<file path="config.mk">
export PLATFORM = sky130hd
export DESIGN_NAME = load_store_unit_flat
export DESIGN_NICKNAME = d
export VERILOG_FILES = /design/src/rtl/load_store_unit_if.sv /design/src/rtl/load_store_unit.sv /design/src/flat_wrapper.sv
export SDC_FILE = /design/constraint.sdc
export NUM_CORES = 1
export LEC_CHECK = 0
export BUFFER_PORTS_ARGS = -buffer_cell sky130_fd_sc_hd__buf_2
export CELL_PAD_IN_SITES_DETAIL_PLACEMENT = 0
export CELL_PAD_IN_SITES_GLOBAL_PLACEMENT = 2
export CORE_MARGIN = 2
export CORE_UTILIZATION = 27
export DETAILED_ROUTE_END_ITERATION = 12
export PLACE_DENSITY = 0.78
export SYNTH_ARGS = -nofsm -noshare
export SYNTH_HDL_FRONTEND = slang
export SYNTH_SLANG_ARGS = --single-unit
</file>
<file path="constraint.sdc">
create_clock -name clk -period 2.5 [get_ports clk]
set_input_delay 0.25 -clock clk [delete_from_list [all_inputs] [get_ports clk]]
set_output_delay 0.25 -clock clk [all_outputs]
set_load 0.02 [all_outputs]
</file>
<file path="src/rtl/load_store_unit_if.sv">
// Core-request and DataMemory signals of the load/store unit, bundled as one port.
// The slave modport is the unit itself; master is the core/memory side.
interface load_store_unit_if;
  logic        req_valid;
  logic        req_ready;
  logic        req_write;
  logic [1:0]  req_size;
  logic        req_unsigned;
  logic [31:0] req_addr;
  logic [31:0] req_wdata;
  logic        resp_valid;
  logic [31:0] resp_rdata;
  logic        resp_err;
  logic        mem_read;
  logic        mem_write;
  logic [31:0] mem_address;
  logic [31:0] mem_write_data;
  logic [31:0] mem_read_data;

  modport slave (
    input  req_valid, req_write, req_size, req_unsigned, req_addr, req_wdata,
    input  mem_read_data,
    output req_ready, resp_valid, resp_rdata, resp_err,
    output mem_read, mem_write, mem_address, mem_write_data
  );

  modport master (
    output req_valid, req_write, req_size, req_unsigned, req_addr, req_wdata,
    output mem_read_data,
    input  req_ready, resp_valid, resp_rdata, resp_err,
    input  mem_read, mem_write, mem_address, mem_write_data
  );
endinterface

</file>
<file path="src/rtl/load_store_unit.sv">
// Load/store unit: turns byte/half/word core requests into word-only DataMemory
// cycles, with read-modify-write for sub-word stores and sign/zero-extended loads.
module load_store_unit #(
  parameter int DEPTH = 1024
) (
  input  logic               clk,
  input  logic               rst_n,
  load_store_unit_if.slave   bus,
  output logic [2:0]         dbgState
);
  localparam int          AW         = $clog2(DEPTH);
  localparam logic [32:0] ADDR_LIMIT = 33'(4 * DEPTH);

  typedef enum logic [2:0] {IDLE, LD, RMW_RD, WR, RESP} state_t;

  // Handshake: a request is taken on a rising edge where req_valid && req_ready;
  // req_ready is high only in IDLE, and resp_valid is a one-cycle pulse in RESP.
  state_t        state;
  logic [AW+1:0] addrQ;
  logic [1:0]    sizeQ;
  logic          unsignedQ;
  logic [31:0]   wdataQ;
  logic [31:0]   respRdataQ;
  logic          respErrQ;
  logic          reqErr;

  function automatic logic [31:0] extractLane(input logic [31:0] word, input logic [1:0] off,
                                              input logic [1:0] size, input logic uns);
    logic [31:0] sh;
    logic [31:0] res;
    sh  = word >> {off, 3'b000};
    res = '0;
    case (size)
      2'b00:   res = uns ? {24'b0, sh[7:0]} : {{24{sh[7]}}, sh[7:0]};
      2'b01: begin
        sh  = off[1] ? {16'b0, word[31:16]} : {16'b0, word[15:0]};
        res = uns ? {16'b0, sh[15:0]} : {{16{sh[15]}}, sh[15:0]};
      end
      2'b10:   res = word;
      default: res = '0;
    endcase
    return res;
  endfunction

  function automatic logic [31:0] mergeLane(input logic [31:0] word, input logic [31:0] data,
                                            input logic [1:0] off, input logic [1:0] size);
    logic [31:0] mask;
    logic [31:0] ins;
    if (size == 2'b00) begin
      mask = 32'h0000_00FF << {off, 3'b000};
      ins  = {24'b0, data[7:0]} << {off, 3'b000};
    end else begin
      mask = 32'h0000_FFFF << {off[1], 4'b0000};
      ins  = {16'b0, data[15:0]} << {off[1], 4'b0000};
    end
    return (word & ~mask) | ins;
  endfunction

  always_comb begin
    reqErr = 1'b0;
    if (bus.req_size == 2'b11)                               reqErr = 1'b1;
    if (bus.req_size == 2'b01 && bus.req_addr[0])            reqErr = 1'b1;
    if (bus.req_size == 2'b10 && bus.req_addr[1:0] != 2'b00) reqErr = 1'b1;
    if ({1'b0, bus.req_addr} >= ADDR_LIMIT)                  reqErr = 1'b1;
  end

  always_ff @(posedge clk or negedge rst_n) begin
    if (!rst_n) begin
      state      <= IDLE;
      addrQ      <= '0;
      sizeQ      <= '0;
      unsignedQ  <= 1'b0;
      wdataQ     <= '0;
      respRdataQ <= '0;
      respErrQ   <= 1'b0;
    end else begin
      case (state)
        IDLE: if (bus.req_valid) begin
          addrQ      <= bus.req_addr[AW+1:0];
          sizeQ      <= bus.req_size;
          unsignedQ  <= bus.req_unsigned;
          wdataQ     <= bus.req_wdata;
          respRdataQ <= '0;
          respErrQ   <= reqErr;
          if (reqErr)                    state <= RESP;
          else if (!bus.req_write)       state <= LD;
          else if (bus.req_size == 2'b10) state <= WR;
          else                           state <= RMW_RD;
        end
        LD: begin
          respRdataQ <= extractLane(bus.mem_read_data, addrQ[1:0], sizeQ, unsignedQ);
          state      <= RESP;
        end
        // The merged word replaces the store data so WR only ever writes wdataQ.
        RMW_RD: begin
          wdataQ <= mergeLane(bus.mem_read_data, wdataQ, addrQ[1:0], sizeQ);
          state  <= WR;
        end
        WR:   state <= RESP;
        RESP: begin
          respErrQ <= 1'b0;
          state    <= IDLE;
        end
        default: state <= IDLE;
      endcase
    end
  end

  // Memory strobes come straight from the state register so reset kills them at once.
  assign bus.req_ready      = (state == IDLE);
  assign bus.resp_valid     = (state == RESP);
  assign bus.resp_err       = respErrQ;
  assign bus.resp_rdata     = respRdataQ;
  assign bus.mem_read       = (state == LD) || (state == RMW_RD);
  assign bus.mem_write      = (state == WR);
  assign bus.mem_address    = (state == LD || state == RMW_RD || state == WR) ?
                              32'(addrQ[AW+1:2]) : 32'b0;
  assign bus.mem_write_data = (state == WR) ? wdataQ : 32'b0;
  assign dbgState           = state;
endmodule

</file>
<file path="src/flat_wrapper.sv">
// flat-port wrapper written by rule: the top's interface ports become plain ports
module load_store_unit_flat 
#(
  parameter int DEPTH = 1024
)
  (clk, rst_n, dbgState, bus_req_valid, bus_req_write, bus_req_size, bus_req_unsigned, bus_req_addr, bus_req_wdata, bus_mem_read_data, bus_req_ready, bus_resp_valid, bus_resp_rdata, bus_resp_err, bus_mem_read, bus_mem_write, bus_mem_address, bus_mem_write_data);
  load_store_unit_if bus_i ();
  input  logic clk;
  input  logic rst_n;
  output logic [2:0] dbgState;
  input wire logic [$bits(bus_i.req_valid)-1:0] bus_req_valid;
  input wire logic [$bits(bus_i.req_write)-1:0] bus_req_write;
  input wire logic [$bits(bus_i.req_size)-1:0] bus_req_size;
  input wire logic [$bits(bus_i.req_unsigned)-1:0] bus_req_unsigned;
  input wire logic [$bits(bus_i.req_addr)-1:0] bus_req_addr;
  input wire logic [$bits(bus_i.req_wdata)-1:0] bus_req_wdata;
  input wire logic [$bits(bus_i.mem_read_data)-1:0] bus_mem_read_data;
  output wire logic [$bits(bus_i.req_ready)-1:0] bus_req_ready;
  output wire logic [$bits(bus_i.resp_valid)-1:0] bus_resp_valid;
  output wire logic [$bits(bus_i.resp_rdata)-1:0] bus_resp_rdata;
  output wire logic [$bits(bus_i.resp_err)-1:0] bus_resp_err;
  output wire logic [$bits(bus_i.mem_read)-1:0] bus_mem_read;
  output wire logic [$bits(bus_i.mem_write)-1:0] bus_mem_write;
  output wire logic [$bits(bus_i.mem_address)-1:0] bus_mem_address;
  output wire logic [$bits(bus_i.mem_write_data)-1:0] bus_mem_write_data;
  assign bus_i.req_valid = bus_req_valid;
  assign bus_i.req_write = bus_req_write;
  assign bus_i.req_size = bus_req_size;
  assign bus_i.req_unsigned = bus_req_unsigned;
  assign bus_i.req_addr = bus_req_addr;
  assign bus_i.req_wdata = bus_req_wdata;
  assign bus_i.mem_read_data = bus_mem_read_data;
  assign bus_req_ready = bus_i.req_ready;
  assign bus_resp_valid = bus_i.resp_valid;
  assign bus_resp_rdata = bus_i.resp_rdata;
  assign bus_resp_err = bus_i.resp_err;
  assign bus_mem_read = bus_i.mem_read;
  assign bus_mem_write = bus_i.mem_write;
  assign bus_mem_address = bus_i.mem_address;
  assign bus_mem_write_data = bus_i.mem_write_data;
  load_store_unit #(.DEPTH(DEPTH)) u_core (.clk(clk), .rst_n(rst_n), .bus(bus_i), .dbgState(dbgState));
endmodule
</file>
==> metrics.md <==
| Metric | Value |
|---|---|
| Status | `finished, final reports clean` |
| Total wirelength of the detailed-routed design | `16900 um` |
| Library cell occupying the most area in the post-synthesis netlist | `sky130_fd_sc_hd__dfrtp_1` |
| Total of warnings raised by yosys | `0` |
| Final Hold Vio Count | `0` |
| Area after DPL | `0.00576 mm2` |
| Post-CTS setup buffer count | `0` |
| DIE WIDTH | `135 um` |
| Antenna violations before repair | `0` |
| Maximum number of pins on one net before global-route repair | `49` |
| Largest stage delay, worst path | `690 ps` |
| Simple-gate share of the synthesized area | `20.1%` |
| Slew at the pin closest to its max-slew limit | `1050 ps` |
| Overflow left after global routing | `0` |
| Total negative setup slack | `0 ps` |
| Number of distinct library cell variants in the gate-level netlist after synthesis | `55` |
| Area of the core | `0.0171 mm2` |
| Number of inserted diodes | `0` |
| Largest cells by area after synthesis | `sky130_fd_sc_hd__dfrtp_1 (44%), sky130_fd_sc_hd__nand2_1 (6.6%), sky130_fd_sc_hd__and2_1 (6.0%)` |
| Count of routing violations after the opening detailed-route iteration | `333` |
| Number of vias per cell after detailed routing | `4.99` |
| Endpoint class of the critical path | `flip-flop` |
| RSZ-0062 raised after global routing | `no` |
| Syn_area_per_cell | `9.24 um2` |
| Final setup violating endpoints | `0` |
| Worst slew margin relative to its limit | `29.5%` |
| Clock H-tree levels | `3` |
| Layout Skew | `10.3 ps` |
| Total power | `3720 uW` |
| Gate Count Post-Synth | `505` |
| Power per unit of standard cell area | `610 mW/mm2` |
| Area taken by multi-input logic gates | `0.00230 mm2` |
| Worst hold-check path type | `input port to flip-flop` |
| Number of fill cells in the layout | `1813` |
| Post-Synth XOR/XNOR Area | `0.188%` |
| Fraction of registers with async set or reset after synthesis | `100%` |
| Most used flip-flop cell after synthesis | `sky130_fd_sc_hd__dfrtp_1` |
| Min cycle time layout | `2150 ps` |
| Gp weighted congestion | `0.828` |
| CTS root buf | `sky130_fd_sc_hd__clkbuf_16` |
| Clk pin slew, worst setup/hold paths | `70 ps` |
| Floorplan die area | `0.0184 mm2` |
| Cell type of the slowest stage on the worst timing path | `sky130_fd_sc_hd__or3b_2` |
| Final cycle utilization of the critical path | `86.2%` |
| Portion of netlist area occupied by mux cells | `3.19%` |
| # rows | `48` |
| Clock latency reported for the late side of the worst-skew pair | `350 ps` |
| CTS max path bufs | `2` |
| Leakage power summed over all cells | `0.00306 uW` |
| Most numerous cell types in the synthesized netlist | `sky130_fd_sc_hd__dfrtp_1 (83), sky130_fd_sc_hd__nand2_1 (82), sky130_fd_sc_hd__and2_1 (45)` |
| Die H | `135 um` |
| Count of buffering cells on the critical path with inverters included | `1` |
| Post-route DRC | `0` |
| Max rail drop VDD | `0.319 mV` |
| Fraction of synthesized cell area taken by the top area cell type | `44.5%` |
| Classification of the worst setup path | `flip-flop to flip-flop` |
| Largest family of logic cells by synthesized area | `compound AO/OA/AOI/OAI gates` |
| Layout Cell Area excl Fill | `0.00609 mm2` |
| Adder and majority gate portion of the synthesized area | `0%` |
| Synthesized-area fraction occupied by ao, oa, aoi and oai cells | `23.7%` |
| Half-perimeter wire length of the detailed placement result | `13200 um` |
| I/O Pins | `207` |
| Area of the mapped netlist | `0.00467 mm2` |
| Routed WL per cell | `18.6 um` |
| Antenna Violating Nets Remaining | `0` |
| Total number of clock tree sinks | `83` |
| Clock buffers created by TritonCTS | `9` |
| Total iterations of the first detailed-routing run | `5` |
| First-pass GRT wire length | `25300 um` |
| Post-synthesis register bit count | `83` |
| Critical Path RT | `2720 ps` |
| Largest fanout on the critical path | `17` |
| Critical path, cell by cell | `or3b_2 > a311oi_1 > buf_4 > o21ai_0` |
| Proportion of synthesized chip area in sequential cells | `44.5%` |
| Signal arrival time at the worst endpoint | `2380 ps` |
| Peak clock frequency supported by timing | `0.464 GHz` |
| Kind of cell adding the most delay to the critical path | `simple AND/OR/NAND/NOR gates` |
| Cell with the most instances after synthesis | `sky130_fd_sc_hd__dfrtp_1` |
| Count of input and output buffers | `184` |
| Overall routing resource usage | `18.3%` |
| Via count | `4533` |
| Worst Setup Start Kind | `flip-flop` |
| Final nets | `782` |
| Number of enable-type register cells in the synthesized netlist | `0` |
| Final Max Tran Viols | `0` |
| MaxCap Viol Count | `0` |
| Starting utilization of the core area | `27.3%` |
| Fraction of final layout cells with drive strength greater than 1 | `34.4%` |
| TritonCTS clock tree | `built` |
| Sequential cell area | `0.00208 mm2` |
| Relative area change from synthesis to final layout | `30.5%` |
| Via count of the first global-routing pass | `4259` |
[layout make-up]
cell class | count | area share, %
sequential | 83 | 34.1
tap | 225 | 4.62
timing repair buffer | 202 | 17.6
multi-input combinational | 373 | 37.7
clock buffer | 9 | 3.70
inverter | 10 | 0.616
clock inverter | 7 | 1.68
[cell families after synthesis]
kind of cell,count (synthesis)
compound gates,149
xor+xnor,1
buf+inv,70
flops,83
mux,14
other cells,1
simple gates,187
[worst reg2reg max path, cell delays in order, from the launching register on]
cell and delay (ps):
sky130_fd_sc_hd__dfrtp_1 570, sky130_fd_sc_hd__or3b_2 700, sky130_fd_sc_hd__a311oi_1 460, sky130_fd_sc_hd__buf_4 220, sky130_fd_sc_hd__o21ai_0 80
[stage by stage]
| stage | cells | hold WS, ps | utilization, % | setup slack [ps] |
|---|---|---|---|---|
| floorplan | 526 | -45.6 | - | 513 |
| global placement | 892 | 253 | 33.6 | 359 |
| detailed placement | 892 | 249 | 33.6 | 347 |
| CTS | 909 | 75.1 | 35.6 | 304 |
| global route | 909 | 81.7 | 35.6 | 165 |
| finish | 909 | 90.8 | 35.6 | 345 |
[cell usage in the layout (no fill, tap or decap), types with 9 or more instances in the layout]
master	instances
sky130_fd_sc_hd__buf_2	183
sky130_fd_sc_hd__a221o_1	18
sky130_fd_sc_hd__a221oi_1	18
sky130_fd_sc_hd__o21ai_0	42
sky130_fd_sc_hd__nand2_1	82
sky130_fd_sc_hd__nor2_1	22
sky130_fd_sc_hd__dfrtp_1	83
sky130_fd_sc_hd__conb_1	22
sky130_fd_sc_hd__o22ai_1	9
sky130_fd_sc_hd__buf_4	17
sky130_fd_sc_hd__inv_1	9
sky130_fd_sc_hd__clkbuf_16	9
sky130_fd_sc_hd__and2_1	45
[worst paths after layout]
| path | slack, ps | start | to | depth (start not counted) |
|---|---|---|---|---|
| worst min-delay path | 90 | bus_req_addr[2] | u_core.addrQ[2]$_DFFE_PN0P_ | 3 |
| min in group asynchronous | 420 | rst_n | u_core.wdataQ[26]$_DFFE_PN0P_ | 2 |
| worst max-delay path | 350 | u_core.sizeQ[1]$_DFFE_PN0P_ | u_core.wdataQ[5]$_DFFE_PN0P_ | 4 |
| worst min register to register | 470 | u_core.addrQ[4]$_DFFE_PN0P_ | u_core.addrQ[4]$_DFFE_PN0P_ | 2 |
| max in group asynchronous | 1440 | rst_n | u_core.wdataQ[21]$_DFFE_PN0P_ | 3 |
| worst max register to register | 350 | u_core.sizeQ[1]$_DFFE_PN0P_ | u_core.wdataQ[5]$_DFFE_PN0P_ | 4 |
[routing by layer]
metal	vias up	wire, um	part of all wire, %	GRT usage [%]
met4	0	199	1.2	4.51
met1	2175	8090	48	26.3
met2	194	7420	44	27.8
li1	2151	-	-	-
met3	13	1150	6.8	4.15
met5	-	0	0	0
[repair_timing]
item / in CTS / in global routing
hold buffers: 1 / 0
hold endpoints to repair: 35 / 0
resized for setup: 0 / 0
[sequential cells by signal, indices dropped and copies added (netlist names)]
register,count
u_core.addrQ,12
u_core.unsignedQ,1
u_core.bus.resp_rdata,32
u_core.sizeQ,2
u_core.bus.resp_err,1
u_core.dbgState,3
u_core.wdataQ,32
[power breakdown]
part	internal, uW	switching [uW]	total [uW]
clock network	891	587	1480
logic	269	405	674
registers	1450	117	1560
(Power assumes the default switching activity.)
